==> src/rtl/pe_ctx_seq.sv <==
// CGRA processing element: loadable context memory, looping context sequencer,
// four-entry register file, 1-bit predicate and NUM_EDGE registered output channels.
module pe_ctx_seq #(
    parameter int DW        = 32,
    parameter int NUM_EDGE  = 4,
    parameter int CTX_DEPTH = 16,
    localparam int AW       = $clog2(CTX_DEPTH)
) (
    input  logic                   CLK,
    input  logic                   RST_N,
    input  logic                   ld_write,
    input  logic [AW-1:0]          ld_addr,
    input  logic [31:0]            ld_data,
    input  logic                   start,
    input  logic [AW:0]            ctx_len,
    input  logic [15:0]            iter_count,
    input  logic [NUM_EDGE*DW-1:0] edge_in,
    output logic [NUM_EDGE*DW-1:0] edge_out,
    output logic [NUM_EDGE-1:0]    edge_vld,
    output logic                   pred_out,
    output logic                   busy,
    output logic                   done,
    output logic [AW-1:0]          pc_out
);
    localparam int SHW = $clog2(DW);

    typedef enum logic [1:0] {ST_IDLE, ST_RUN, ST_DONE} state_t;

    state_t                 state_q, state_d;
    logic [AW-1:0]          pc_q, pc_d;
    logic [AW:0]            len_q, len_d;
    logic [15:0]            iter_q, iter_d;
    logic [DW-1:0]          r_q [4];
    logic [DW-1:0]          r_d [4];
    logic                   p_q, p_d;
    logic [NUM_EDGE*DW-1:0] eout_q, eout_d;
    logic [NUM_EDGE-1:0]    vld_q, vld_d;

    logic [31:0]            ctx_mem [CTX_DEPTH];
    logic [31:0]            instr;
    logic [DW-1:0]          edge_ch [NUM_EDGE];

    logic [3:0]             op, src_a, src_b;
    logic [1:0]             dst;
    logic                   wb_en, pred_en, exec;
    logic [DW-1:0]          imm, op_a, op_b, alu_res;
    logic                   alu_wr;
    logic [NUM_EDGE-1:0]    out_mask;

    generate
        for (genvar gi = 0; gi < NUM_EDGE; gi++) begin : g_edge
            assign edge_ch[gi] = edge_in[gi*DW +: DW];
        end
        if (NUM_EDGE < 8) begin : g_mask_pad
            logic unused_mask_bits;
            assign unused_mask_bits = ^instr[30:23+NUM_EDGE];
        end
    endgenerate

    // Writes land only while idle; the asynchronous read lets a word written
    // together with start be executed in the very first RUN cycle.
    always_ff @(posedge CLK) begin
        if (ld_write && state_q == ST_IDLE) begin
            ctx_mem[ld_addr] <= ld_data;
        end
    end

    assign instr    = ctx_mem[pc_q];
    assign op       = instr[3:0];
    assign src_a    = instr[7:4];
    assign src_b    = instr[11:8];
    assign dst      = instr[13:12];
    assign wb_en    = instr[14];
    assign imm      = DW'(instr[22:15]);
    assign out_mask = instr[23 +: NUM_EDGE];
    assign pred_en  = instr[31];

    always_comb begin
        op_a = '0;
        op_b = '0;
        for (int i = 0; i < NUM_EDGE; i++) begin
            if (src_a == 4'(i)) op_a = edge_ch[i];
            if (src_b == 4'(i)) op_b = edge_ch[i];
        end
        for (int i = 0; i < 4; i++) begin
            if (src_a == 4'(8 + i)) op_a = r_q[i];
            if (src_b == 4'(8 + i)) op_b = r_q[i];
        end
        if (src_a == 4'd12) op_a = imm;
        if (src_b == 4'd12) op_b = imm;
    end

    always_comb begin
        alu_res = '0;
        alu_wr  = 1'b0;
        case (op)
            4'd1: begin alu_res = op_a + op_b;             alu_wr = 1'b1; end
            4'd2: begin alu_res = op_a - op_b;             alu_wr = 1'b1; end
            4'd3: begin alu_res = op_a & op_b;             alu_wr = 1'b1; end
            4'd4: begin alu_res = op_a | op_b;             alu_wr = 1'b1; end
            4'd5: begin alu_res = op_a ^ op_b;             alu_wr = 1'b1; end
            4'd6: begin alu_res = op_a << op_b[SHW-1:0];   alu_wr = 1'b1; end
            4'd7: begin alu_res = op_a >> op_b[SHW-1:0];   alu_wr = 1'b1; end
            4'd8: begin alu_res = op_a;                    alu_wr = 1'b1; end
            default: ;
        endcase
    end

    always_comb begin
        state_d = state_q;
        pc_d    = pc_q;
        len_d   = len_q;
        iter_d  = iter_q;
        p_d     = p_q;
        eout_d  = eout_q;
        vld_d   = '0;
        exec    = 1'b0;
        for (int i = 0; i < 4; i++) r_d[i] = r_q[i];

        case (state_q)
            ST_IDLE: begin
                if (start) begin
                    len_d  = (ctx_len > (AW+1)'(CTX_DEPTH)) ? (AW+1)'(CTX_DEPTH) : ctx_len;
                    iter_d = iter_count;
                    pc_d   = '0;
                    state_d = (ctx_len == '0 || iter_count == 16'd0) ? ST_DONE : ST_RUN;
                end
            end
            ST_RUN: begin
                exec = !(pred_en && !p_q);
                if (exec) begin
                    if (op == 4'd9)  p_d = (op_a < op_b);
                    if (op == 4'd10) p_d = (op_a == op_b);
                    if (alu_wr) begin
                        if (wb_en) r_d[dst] = alu_res;
                        for (int i = 0; i < NUM_EDGE; i++) begin
                            if (out_mask[i]) begin
                                eout_d[i*DW +: DW] = alu_res;
                                vld_d[i]           = 1'b1;
                            end
                        end
                    end
                end
                if ({1'b0, pc_q} == len_q - (AW+1)'(1)) begin
                    pc_d   = '0;
                    iter_d = iter_q - 16'd1;
                    if (iter_q == 16'd1) state_d = ST_DONE;
                end else begin
                    pc_d = pc_q + AW'(1);
                end
                // HALT overrides loop bookkeeping; a squashed HALT is a plain NOP.
                if (exec && op == 4'd15) begin
                    state_d = ST_DONE;
                    pc_d    = '0;
                end
            end
            ST_DONE: begin
                pc_d    = '0;
                state_d = ST_IDLE;
            end
            default: state_d = ST_IDLE;
        endcase
    end

    always_ff @(posedge CLK or negedge RST_N) begin
        if (!RST_N) begin
            state_q <= ST_IDLE;
            pc_q    <= '0;
            len_q   <= '0;
            iter_q  <= '0;
            p_q     <= 1'b0;
            eout_q  <= '0;
            vld_q   <= '0;
            for (int i = 0; i < 4; i++) r_q[i] <= '0;
        end else begin
            state_q <= state_d;
            pc_q    <= pc_d;
            len_q   <= len_d;
            iter_q  <= iter_d;
            p_q     <= p_d;
            eout_q  <= eout_d;
            vld_q   <= vld_d;
            for (int i = 0; i < 4; i++) r_q[i] <= r_d[i];
        end
    end

    assign edge_out = eout_q;
    assign edge_vld = vld_q;
    assign pred_out = p_q;
    assign busy     = (state_q == ST_RUN);
    assign done     = (state_q == ST_DONE);
    assign pc_out   = pc_q;

endmodule
==> config.mk <==
export PLATFORM = sky130hd
export DESIGN_NAME = pe_ctx_seq
export DESIGN_NICKNAME = d
export VERILOG_FILES = /design/src/rtl/pe_ctx_seq.sv
export SDC_FILE = /design/constraint.sdc
export NUM_CORES = 2
export LEC_CHECK = 0
export ABC_AREA = 1
export CAP_MARGIN = 20
export CELL_PAD_IN_SITES_DETAIL_PLACEMENT = 0
export CELL_PAD_IN_SITES_GLOBAL_PLACEMENT = 1
export CORE_ASPECT_RATIO = 0.5
export CORE_MARGIN = 2
export CORE_UTILIZATION = 48
export DETAILED_ROUTE_END_ITERATION = 8
export GPL_TIMING_DRIVEN = 0
export PLACE_DENSITY_LB_ADDON = 0.1
export RECOVER_POWER = 100
export SLEW_MARGIN = 10
export SYNTH_ARGS = -nofsm -noshare
export SYNTH_HDL_FRONTEND = slang
export SYNTH_SLANG_ARGS = --single-unit
export TNS_END_PERCENT = 20
==> constraint.sdc <==
create_clock -name CLK -period 10.9 [get_ports CLK]
set_clock_uncertainty 0.1 [all_clocks]
set_input_delay 3.27 -clock CLK [delete_from_list [all_inputs] [get_ports CLK]]
set_output_delay 3.27 -clock CLK [all_outputs]
set_load 0.03 [all_outputs]
==> results.md <==
* Status: complete, but fails checks
* Failing checks: capacitance limit, slew limit
* Syn. warnings at 0
* Synth Cell Area at roughly 0.042 sq mm
* FF-to-FF setup slack at 1.81 ns
* Clock insertion delay at the later pin of the skew report at 0.65 ns
* Yosys reg bits at about 740
* Row count at 76
* Min-delay worst type: flip-flop to flip-flop
* Unrepaired setup endpoints after global routing: false
* CP Class: primary input to flip-flop
* Pins over their slew limit at slightly above 400
* Final worst slack at 0.775 ns
* Asr flop ratio synth at 0.391
* Post-layout nets at 5838
* DR vias at 41300
* Grt ovf at 0
* Die Span X at 423 um
* Critical R2R Launch: pc_out[2]
* Setup crit end kind: flip-flop
* Initial antenna violation count at 11
* Avg Inst Size Synth at 8.20 sq um
* Vias per cell at slightly above 6
* DP HPWL at 134000 um
* Final min period at 10.12 ns
* Post-synth EDFFs at 448
* Post-Synthesis Cells at 5125
* Area growth, synth to finish at 16.5%
* Die Y at 213 um
* Critical path arrival at 10.53 ns
* Final Cycle Share at 0.929
* First-pass GRT wire length at 260000 um
* Initial Util at 0.486
* Critical path buffers and inverters at 4
* Detailed Routing Iterations Pass 1 at 8
* PostCTS Resize Cnt at 0
* Slew headroom at -1.71
* H-tree levels at 3
* Num ports at 328
* Worst slew pin tran at 4.06 ns
* Most used cell, CP: nand2_1
* Clock Tree Buf Depth at 3
* Vias in the first global route at 38700
* Die ar. at 0.0901 sq mm
* Num CTS Buffers at between 60 and 70
* CTS tree: built
* Core Area at 0.0864 sq mm
* WL final at around 180000 um
* Most frequent cell after synthesis: nand2_1
* # hold bufs at CTS at 0
* R2R Path End: r_q[58]
* Post-layout util at 0.566
* Dpl ws at 1.12 ns
* Port Buffers at approximately 320
* Post-CTS Setup Bufs at 0
* Max Cap Violations at 18
* Post-synth top cells: 1530 x nand2_1, 593 x nand3_1, 448 x edfxtp_1
* CP startpoint kind: primary input
* Cell taking the most area after synthesis: edfxtp_1
* Clock slew at reported path FFs at 0.06 ns
* Final setup violation count at 0
* Fillers at just under 8000
* Hold path depth at 2
* Top cells by area, synth: edfxtp_1 32%, dfrtp_1 17%, nand2_1 14%, nand3_1 7.1%, o21ai_0 3.4%
* Commonest register cell after synthesis: edfxtp_1
* Detailed Route Iter0 Violations at a little under 6000
* Hold Path Origin: edge_out[11]
* Peak fanout along the critical path at 11
* Layout cells sized above 1 at 0.0636
* Peak Freq at 98.8 MHz
* WL per Instance at between 20 and 30 um
* Mapped Nets at around 5400
* Largest net degree at the start of global routing at 116
* Tot GR Track Use at 0.394
* Critical path required time at about 11 ns
* Crit path max-delay family: compound AO/OA/AOI/OAI gates
* Worst stage delay on the critical path at 0.65 ns
* Final Hold Fails at 0
* Routability congestion estimate from global placement at 1.10
* Detail Route Antenna Nets at 0
* Count of different cell masters after synthesis at 78
* Worst reg2reg path depth at 32
* Crit-path slowest cell: nor2_1
* Yosys top cell area share at 0.320
* # DRC at 0
* Sequential element share of the synthesized area at 0.491
* CTS sink count at 736
* Hold Path End: edge_out[11]
* Root Driver: clkbuf_16
## stage by stage
step | hold slack, ns | std cells | cell area [sq um] | TNS, ns
detailed placement | 0.364 | 6642 | 47400 | 0
CTS | 0.381 | 6765 | 49700 | 0
finish | 0.375 | 6773 | 49000 | 0
global placement | 0.364 | 6618 | 46700 | -1819.27
global route | 0.388 | 6772 | 49000 | 0
floorplan | 0.349 | 5125 | 42000 | 0
## cells in the final DEF (no fill, tap or decap), types with 26 or more instances in the layout
cell type and count:
o221ai_1 49, clkdlybuf4s50_1 151, a32o_1 27, nand2_2 36
nand4_1 69, o21ai_0 303, inv_1 362, o211ai_1 35
buf_4 27, nor2_1 341, clkbuf_16 71, nand3_1 597
ha_1 101, edfxtp_1 448, dlygate4sd3_1 171, clkbuf_1 195
o22ai_1 50, dfrtp_1 288, a31oi_1 28, buf_2 78
a221oi_1 26, a21oi_1 242, nand2_1 1540, o21ai_1 29
## registers in the layout, summed over array words and instances, names as in the netlist
signal    flops
ctx_mem     448
edge_out    128
edge_vld      4
iter_q       16
len_q         5
pc_out        4
pred_out      1
r_q         128
state_q       2
## metal layers
| layer | vias up | routed length [um] | track usage | share of wire |
|---|---|---|---|---|
| li1 | 18300 | - | - | - |
| met1 | 20000 | 71700 | 0.528 | 0.40 |
| met2 | 2562 | 80000 | 0.608 | 0.44 |
| met3 | 442 | 21400 | 0.100 | 0.12 |
| met4 | 8 | 8360 | 0.171 | 0.046 |
| met5 | - | 59 | 0 | 0.00033 |
## worst min-delay path, delay by kind of cell, from the launching register on
family | cells | cell delay (ns)
AND/OR/NAND/NOR | 2 | 0.11
flip-flops | 1 | 0.33
## worst max path at each step
stage	depth (start not counted)	start	slack [ns]	end
global placement	1	RST_N	-6.37	edge_out[62]
finish	28	edge_in[35]	0.78	r_q[58]
detailed placement	26	edge_in[35]	1.12	r_q[88]
global route	29	edge_in[35]	0.65	r_q[123]
floorplan	27	edge_in[36]	4.06	r_q[120]
CTS	26	edge_in[35]	1.76	r_q[88]
## cell type report
class / count / area (sq um) / area share
diodes: 5 / 12.5 / 0.000256
repair buffers: 350 / 3370 / 0.0689
multi-input cells: 3704 / 18300 / 0.375
well taps: 1170 / 1460 / 0.0299
clock inverters: 30 / 329 / 0.00672
plain buffers: 293 / 1410 / 0.0287
flip-flops and latches: 736 / 20700 / 0.422
inverters: 392 / 1480 / 0.0302
clock buffers: 93 / 1900 / 0.0388
## cells by family after synthesis
logic type	share of synthesized area
buffers and inverters	0.0688
XOR/XNOR	0.00458
adder cells (fa/ha/maj)	0.0310
AND/OR/NAND/NOR	0.280
flip-flops	0.491
AO/OA/AOI/OAI	0.124
Power is left out: the tool's default activity adds up to more than one toggle a clock period on the data nets, which glitch-free logic cannot reach.
